## src/rtl/seq_fifo_if.sv

```systemverilog
// Host/DTU handshake bundle for seq_fifo; AW must match the FIFO's pointer width.
interface seq_fifo_if #(
  parameter int AW = 6
);
  logic          wr_en;
  logic [31:0]   wr_data;
  logic          full;
  logic          flush;
  logic          dtu_ready;
  logic [31:0]   dout;
  logic          dout_valid;
  logic          empty;
  logic [AW:0]   count;
  logic          overflow;

  modport master (
    output wr_en, wr_data, flush, dtu_ready,
    input  full, empty, count, dout, dout_valid, overflow
  );

  modport slave (
    input  wr_en, wr_data, flush, dtu_ready,
    output full, empty, count, dout, dout_valid, overflow
  );
endinterface

```

## src/rtl/seq_fifo.sv

```systemverilog
// Circular nucleotide-word FIFO feeding a DTU with a one-cycle registered read port.
// Optional sticky write-when-full flag is built only when SEQ_FIFO_OVERFLOW_FLAG_EN is defined.
module seq_fifo #(
  parameter int DEPTH = 64,
  parameter int AW    = 6
) (
  input logic       clk,
  input logic       rst,
  seq_fifo_if.slave bus
);

  localparam logic [AW:0] DEPTH_C = (AW+1)'(DEPTH);

  logic [31:0]   mem_r [DEPTH];
  logic [AW-1:0] wr_ptr_r;
  logic [AW-1:0] rd_ptr_r;
  logic [AW:0]   count_r;
  logic [AW:0]   count_s;
  logic          full_r;
  logic          empty_r;
  logic          dout_valid_r;
  logic [31:0]   dout_r;
  logic          pop_s;
  logic          push_s;
  logic          drop_s;

  // Handshake decode on pre-edge state; a pop frees the slot a full-FIFO push needs.
  always_comb begin
    pop_s   = 1'b0;
    push_s  = 1'b0;
    drop_s  = 1'b0;
    count_s = count_r;
    pop_s   = bus.dtu_ready & ~empty_r;
    push_s  = bus.wr_en & (~full_r | pop_s);
    drop_s  = bus.wr_en & full_r & ~pop_s;
    case ({push_s, pop_s})
      2'b10:   count_s = count_r + (AW+1)'(1);
      2'b01:   count_s = count_r - (AW+1)'(1);
      default: count_s = count_r;
    endcase
  end

  // Pointer, occupancy and read-port state; flush outranks any same-cycle push or pop.
  always_ff @(posedge clk or posedge rst) begin
    if (rst) begin
      wr_ptr_r     <= {AW{1'b0}};
      rd_ptr_r     <= {AW{1'b0}};
      count_r      <= {(AW+1){1'b0}};
      full_r       <= 1'b0;
      empty_r      <= 1'b1;
      dout_valid_r <= 1'b0;
      dout_r       <= 32'h0000_0000;
    end else if (bus.flush) begin
      wr_ptr_r     <= {AW{1'b0}};
      rd_ptr_r     <= {AW{1'b0}};
      count_r      <= {(AW+1){1'b0}};
      full_r       <= 1'b0;
      empty_r      <= 1'b1;
      dout_valid_r <= 1'b0;
    end else begin
      if (push_s) begin
        wr_ptr_r <= wr_ptr_r + AW'(1);
      end
      if (pop_s) begin
        rd_ptr_r <= rd_ptr_r + AW'(1);
        dout_r   <= mem_r[rd_ptr_r];
      end
      dout_valid_r <= pop_s;
      count_r      <= count_s;
      full_r       <= (count_s == DEPTH_C);
      empty_r      <= (count_s == {(AW+1){1'b0}});
    end
  end

  // Word storage; left uninitialised since reset only has to discard the pointers.
  always_ff @(posedge clk) begin
    if (!rst && !bus.flush && push_s) begin
      mem_r[wr_ptr_r] <= bus.wr_data;
    end
  end

`ifdef SEQ_FIFO_OVERFLOW_FLAG_EN
  logic overflow_r;

  // Sticky dropped-write flag, cleared only by reset or flush.
  always_ff @(posedge clk or posedge rst) begin
    if (rst) begin
      overflow_r <= 1'b0;
    end else if (bus.flush) begin
      overflow_r <= 1'b0;
    end else if (drop_s) begin
      overflow_r <= 1'b1;
    end
  end

  assign bus.overflow = overflow_r;
`else
  logic unused_drop_s;
  assign unused_drop_s = drop_s;
  assign bus.overflow  = 1'b0;
`endif

  assign bus.full       = full_r;
  assign bus.empty      = empty_r;
  assign bus.count      = count_r;
  assign bus.dout       = dout_r;
  assign bus.dout_valid = dout_valid_r;

endmodule
```

## src/flat_wrapper.sv

```systemverilog
// flat-port wrapper written by rule: the top's interface ports become plain ports
module seq_fifo_flat 
#(
  parameter int DEPTH = 64,
  parameter int AW    = 6
)
  (clk, rst, bus_wr_en, bus_wr_data, bus_flush, bus_dtu_ready, bus_full, bus_empty, bus_count, bus_dout, bus_dout_valid, bus_overflow);
  seq_fifo_if #(.AW(AW)) bus_i ();
  input logic clk;
  input logic rst;
  input wire logic [$bits(bus_i.wr_en)-1:0] bus_wr_en;
  input wire logic [$bits(bus_i.wr_data)-1:0] bus_wr_data;
  input wire logic [$bits(bus_i.flush)-1:0] bus_flush;
  input wire logic [$bits(bus_i.dtu_ready)-1:0] bus_dtu_ready;
  output wire logic [$bits(bus_i.full)-1:0] bus_full;
  output wire logic [$bits(bus_i.empty)-1:0] bus_empty;
  output wire logic [$bits(bus_i.count)-1:0] bus_count;
  output wire logic [$bits(bus_i.dout)-1:0] bus_dout;
  output wire logic [$bits(bus_i.dout_valid)-1:0] bus_dout_valid;
  output wire logic [$bits(bus_i.overflow)-1:0] bus_overflow;
  assign bus_i.wr_en = bus_wr_en;
  assign bus_i.wr_data = bus_wr_data;
  assign bus_i.flush = bus_flush;
  assign bus_i.dtu_ready = bus_dtu_ready;
  assign bus_full = bus_i.full;
  assign bus_empty = bus_i.empty;
  assign bus_count = bus_i.count;
  assign bus_dout = bus_i.dout;
  assign bus_dout_valid = bus_i.dout_valid;
  assign bus_overflow = bus_i.overflow;
  seq_fifo #(.DEPTH(DEPTH), .AW(AW)) u_core (.clk(clk), .rst(rst), .bus(bus_i));
endmodule
```

## config.mk

```make
export PLATFORM = sky130hd
export DESIGN_NAME = seq_fifo_flat
export DESIGN_NICKNAME = d
export VERILOG_FILES = /design/src/rtl/seq_fifo_if.sv /design/src/rtl/seq_fifo.sv /design/src/flat_wrapper.sv
export SDC_FILE = /design/constraint.sdc
export NUM_CORES = 2
export LEC_CHECK = 0
export CAP_MARGIN = 20
export CORE_MARGIN = 2
export CORE_UTILIZATION = 50
export DETAILED_ROUTE_END_ITERATION = 6
export PLACE_DENSITY = 0.66
export SETUP_SLACK_MARGIN = 0.1
export SLEW_MARGIN = 20
export SYNTH_ARGS = -nofsm -noshare
export SYNTH_HDL_FRONTEND = slang
export SYNTH_SLANG_ARGS = --single-unit
```

## constraint.sdc

```tcl
create_clock -name clk -period 7.4 [get_ports clk]
set_input_delay 1.11 -clock clk [delete_from_list [all_inputs] [get_ports clk]]
set_output_delay 1.11 -clock clk [all_outputs]
set_load 0.005 [all_outputs]
```

==> metrics.txt <==
total DRC errors in the routed layout=0; static power due to leakage=~27 nW; number of buffers added to fix hold violations after cts=0; number of synthesized flops with an enable pin=2048; Critical Path Start Type=input port; Layout Skew=around 41 ps; number of global-route vias before repair=~38000; Avg Inst Size Synth=about 21 um2; H-tree depth=4; Port Buffers=between 70 and 80; ratio of routed vias to standard cells=around 6.3; worst ir drop on vdd=around 0.20 mV; cell row count=around 150; count of final hold-check violations=0; Layout Area Growth over Synthesis=12.5%; Yosys cell types=62; netlist area before placement=80400 um2; number of cells on the worst reg-to-reg path=6; count of endpoints failing setup in the final report=0; worst hold-check path type=reg -> reg; routed length per placed instance=roughly 32 um; clock period minus worst slack=5150 ps; sum of routed wire length over all layers=202 mm; cts repair resizes=0; multi-input logic area=approximately 17000 um2; antenna violations before repair=5; number of storage elements in the synthesis netlist=2102; ports placed on the boundary=80; first-pass GRT wire length=283 mm; detailed router's first-iteration violation count=5500; total number of clock tree sinks=2102; number of cells on the worst hold path=1; end point of the critical path=u_core.mem_r[48][7]; sequential-to-total area share from yosys stat=approximately four fifths; post-detail-place hpwl=about 110 mm; post-layout util=56.5%; core region area=160000 um2; initial core utilization=50.2%; Mapped Nets=3946; clock-pin slew on the worst setup and hold paths=approximately 60 ps; reg-to-reg slack, setup=around 2700 ps; async set or reset register ratio after synthesis=approximately 2.6%; number of buffers created by CTS=203; arrival time of data at the critical path endpoint=5550 ps; post-synthesis cell count=slightly below 4000; crit path launch=bus_dtu_ready; maximum clock frequency=around 190 MHz; number of routed nets with antenna violations=0; unrepaired setup endpoints after global routing=no; All-Layer GR Usage=24.5%; clock insertion delay at the later pin of the skew report=just over 800 ps; Worst Setup End Kind=flop; max_slew headroom=around 23%; fin crit share=a little over two thirds; Root Driver=clkbuf_16; largest buffer count on any clock path=3; Final #Nets=slightly above 4000; maximum number of pins on one net before global-route repair=101; layout cell share with drive strength beyond 1=between 10% and 20%; final estimated routing congestion in global placement=approximately 0.90; required time of the critical path=around 7800 ps; final-report max-slew violation count=0; DIE AREA=about 160000 um2; max-cap violations=0; remaining global-route overflow=0; actual slew at the worst max-slew pin=about 1200 ps; number of synthesis warnings=0; die span in x=between 400 and 500 um; Cell Pwr Density=roughly 280 nW/um2; TritonCTS clock tree=built; WS Path Type=in -> reg; Post-CTS Setup Bufs=0; Synth Flop Type=edfxtp_1; outcome=completed; router iterations before antenna repair=5; Worst R2R Start=u_core.bus.empty; Total Neg Setup Slack=0 ps; via count of the routed design=39800; filler cell count in the final layout=approximately 12000; Crit Reg-Reg Endpoint=u_core.mem_r[48][7]; area of all sequential standard cells=62900 um2; die boundary height=roughly 400 um; Crit Path Max Fanout=32
==> flip-flops by register name (all words and copies together), names as in the netlist <==
| signal | cells |
|---|---|
| u_core.bus.dout_valid | 1 |
| u_core.bus.empty | 1 |
| u_core.mem_r | 2048 |
| u_core.bus.count | 7 |
| u_core.bus.dout | 32 |
| u_core.bus.full | 1 |
| u_core.wr_ptr_r | 6 |
| u_core.rd_ptr_r | 6 |
==> through the flow <==
step                area (um2)  setup WS, ps  power, mW  hold slack (ps)  instances
floorplan                80400          2760       14.5              484       3904
finish                   90400          2250       25.0              526       6292
global route             90400          2040       25.7              526       6286
CTS                      90000          2380       25.1              518       6267
detailed placement       83700          1540       15.4              505       5905
global placement         83600          1610       15.3              494       5904
==> placed cells by master (no fill, tap or decap), types with 12 or more instances in the layout <==
cell / instances
clkbuf_16: 205
clkinv_2: 31
a31oi_1: 65
edfxtp_1: 2048
nor2_4: 66
dfrtp_1: 50
o211ai_1: 32
buf_4: 76
mux4_2: 282
a21oi_1: 39
a211o_1: 33
mux2i_1: 452
buf_2: 20
nor4_1: 34
nand2_1: 53
clkdlybuf4s50_1: 46
bufinv_16: 12
nor2_1: 20
clkinv_1: 54
a22oi_1: 193
nand3_1: 69
buf_12: 21
clkbuf_1: 42
o22ai_1: 96
a22o_1: 32
==> routing by layer <==
| metal | vias to the layer above | track usage, % | part of all wire (%) |
|---|---|---|---|
| met1 | 21000 | 37.2 | 41 |
| met3 | 240 | 6.88 | 12 |
| met4 | 2 | 6.19 | 2.3 |
| met5 | - | 0 | 0.0064 |
| li1 | 16600 | - | - |
| met2 | 1936 | 35.2 | 45 |
==> area by class of cell <==
cell class / instances / area share, %
Antenna cell: 6 / 0.0166
Clock buffer: 248 / 5.86
Clock inverter: 114 / 1.12
Inverter: 6 / 0.0249
Multi-Input combinational cell: 1559 / 18.6
Sequential cell: 2102 / 69.5
Tap cell: 2086 / 2.89
Timing Repair Buffer: 171 / 1.95
==> kinds of logic after synthesis <==
| group | after synthesis | synth area share [%] |
|---|---|---|
| and+or+nand+nor | 291 | 1.82 |
| other | 1 | 0.00467 |
| xor gates and xnor gates | 13 | 0.142 |
| AOI/OAI and AO/OA | 509 | 4.50 |
| buffers and inverters | 243 | 1.51 |
| adders and majority gates | 5 | 0.0779 |
| muxes | 740 | 13.7 |
| DFF | 2102 | 78.2 |
==> worst max-delay path, stage by stage <==
cell and delay, ps:
clkdlybuf4s50_1 460, nor2b_1 670, o21a_1 350, inv_1 150, nor4_1 720, nand2_1 920
nor2_4 1130
==> cell usage after synthesis (4+ instances only) <==
| library cell | instances | area [um2] |
|---|---|---|
| clkbuf_1 | 87 | 327 |
| ha_1 | 5 | 62.6 |
| buf_1 | 12 | 45.0 |
| nand2_1 | 54 | 203 |
| buf_4 | 33 | 248 |
| buf_2 | 98 | 490 |
| o211ai_1 | 32 | 240 |
| dfrtp_1 | 53 | 1330 |
| mux4_1 | 6 | 158 |
| nand3_1 | 69 | 345 |
| nor2_1 | 85 | 319 |
| a211o_1 | 33 | 289 |
| xor2_1 | 10 | 87.6 |
| a22o_1 | 32 | 280 |
| nor4_1 | 34 | 213 |
| a31oi_1 | 65 | 407 |
| mux4_2 | 282 | 6350 |
| nor2b_1 | 9 | 56.3 |
| mux2i_1 | 452 | 4520 |
| a22oi_1 | 193 | 1450 |
| inv_1 | 5 | 18.8 |
| a21oi_1 | 39 | 195 |
| buf_6 | 7 | 78.8 |
| edfxtp_1 | 2048 | 61500 |
| o22ai_1 | 96 | 601 |
| and2_1 | 5 | 31.3 |
| o21ai_0 | 4 | 20.0 |
==> worst min-delay path by stage <==
| stage | endpoint | start |
|---|---|---|
| after global routing | u_core.bus.dout[21] | u_core.bus.dout[21] |
| final | u_core.bus.dout[21] | u_core.bus.dout[21] |
| after CTS | u_core.bus.dout[21] | u_core.bus.dout[21] |
| after floorplan | u_core.bus.dout[0] | u_core.bus.dout[0] |
| after detailed placement | u_core.bus.dout[21] | u_core.bus.dout[21] |
| after global placement | u_core.bus.dout[21] | u_core.bus.dout[21] |
==> report_power, final <==
| group | switching (mW) | leakage [nW] | internal (mW) |
|---|---|---|---|
| logic | 0.975 | 4.58 | 0.731 |
| registers | 0.271 | 19.1 | 13.2 |
| clock network | 4.37 | 3.08 | 5.51 |
(Power assumes the default switching activity.)
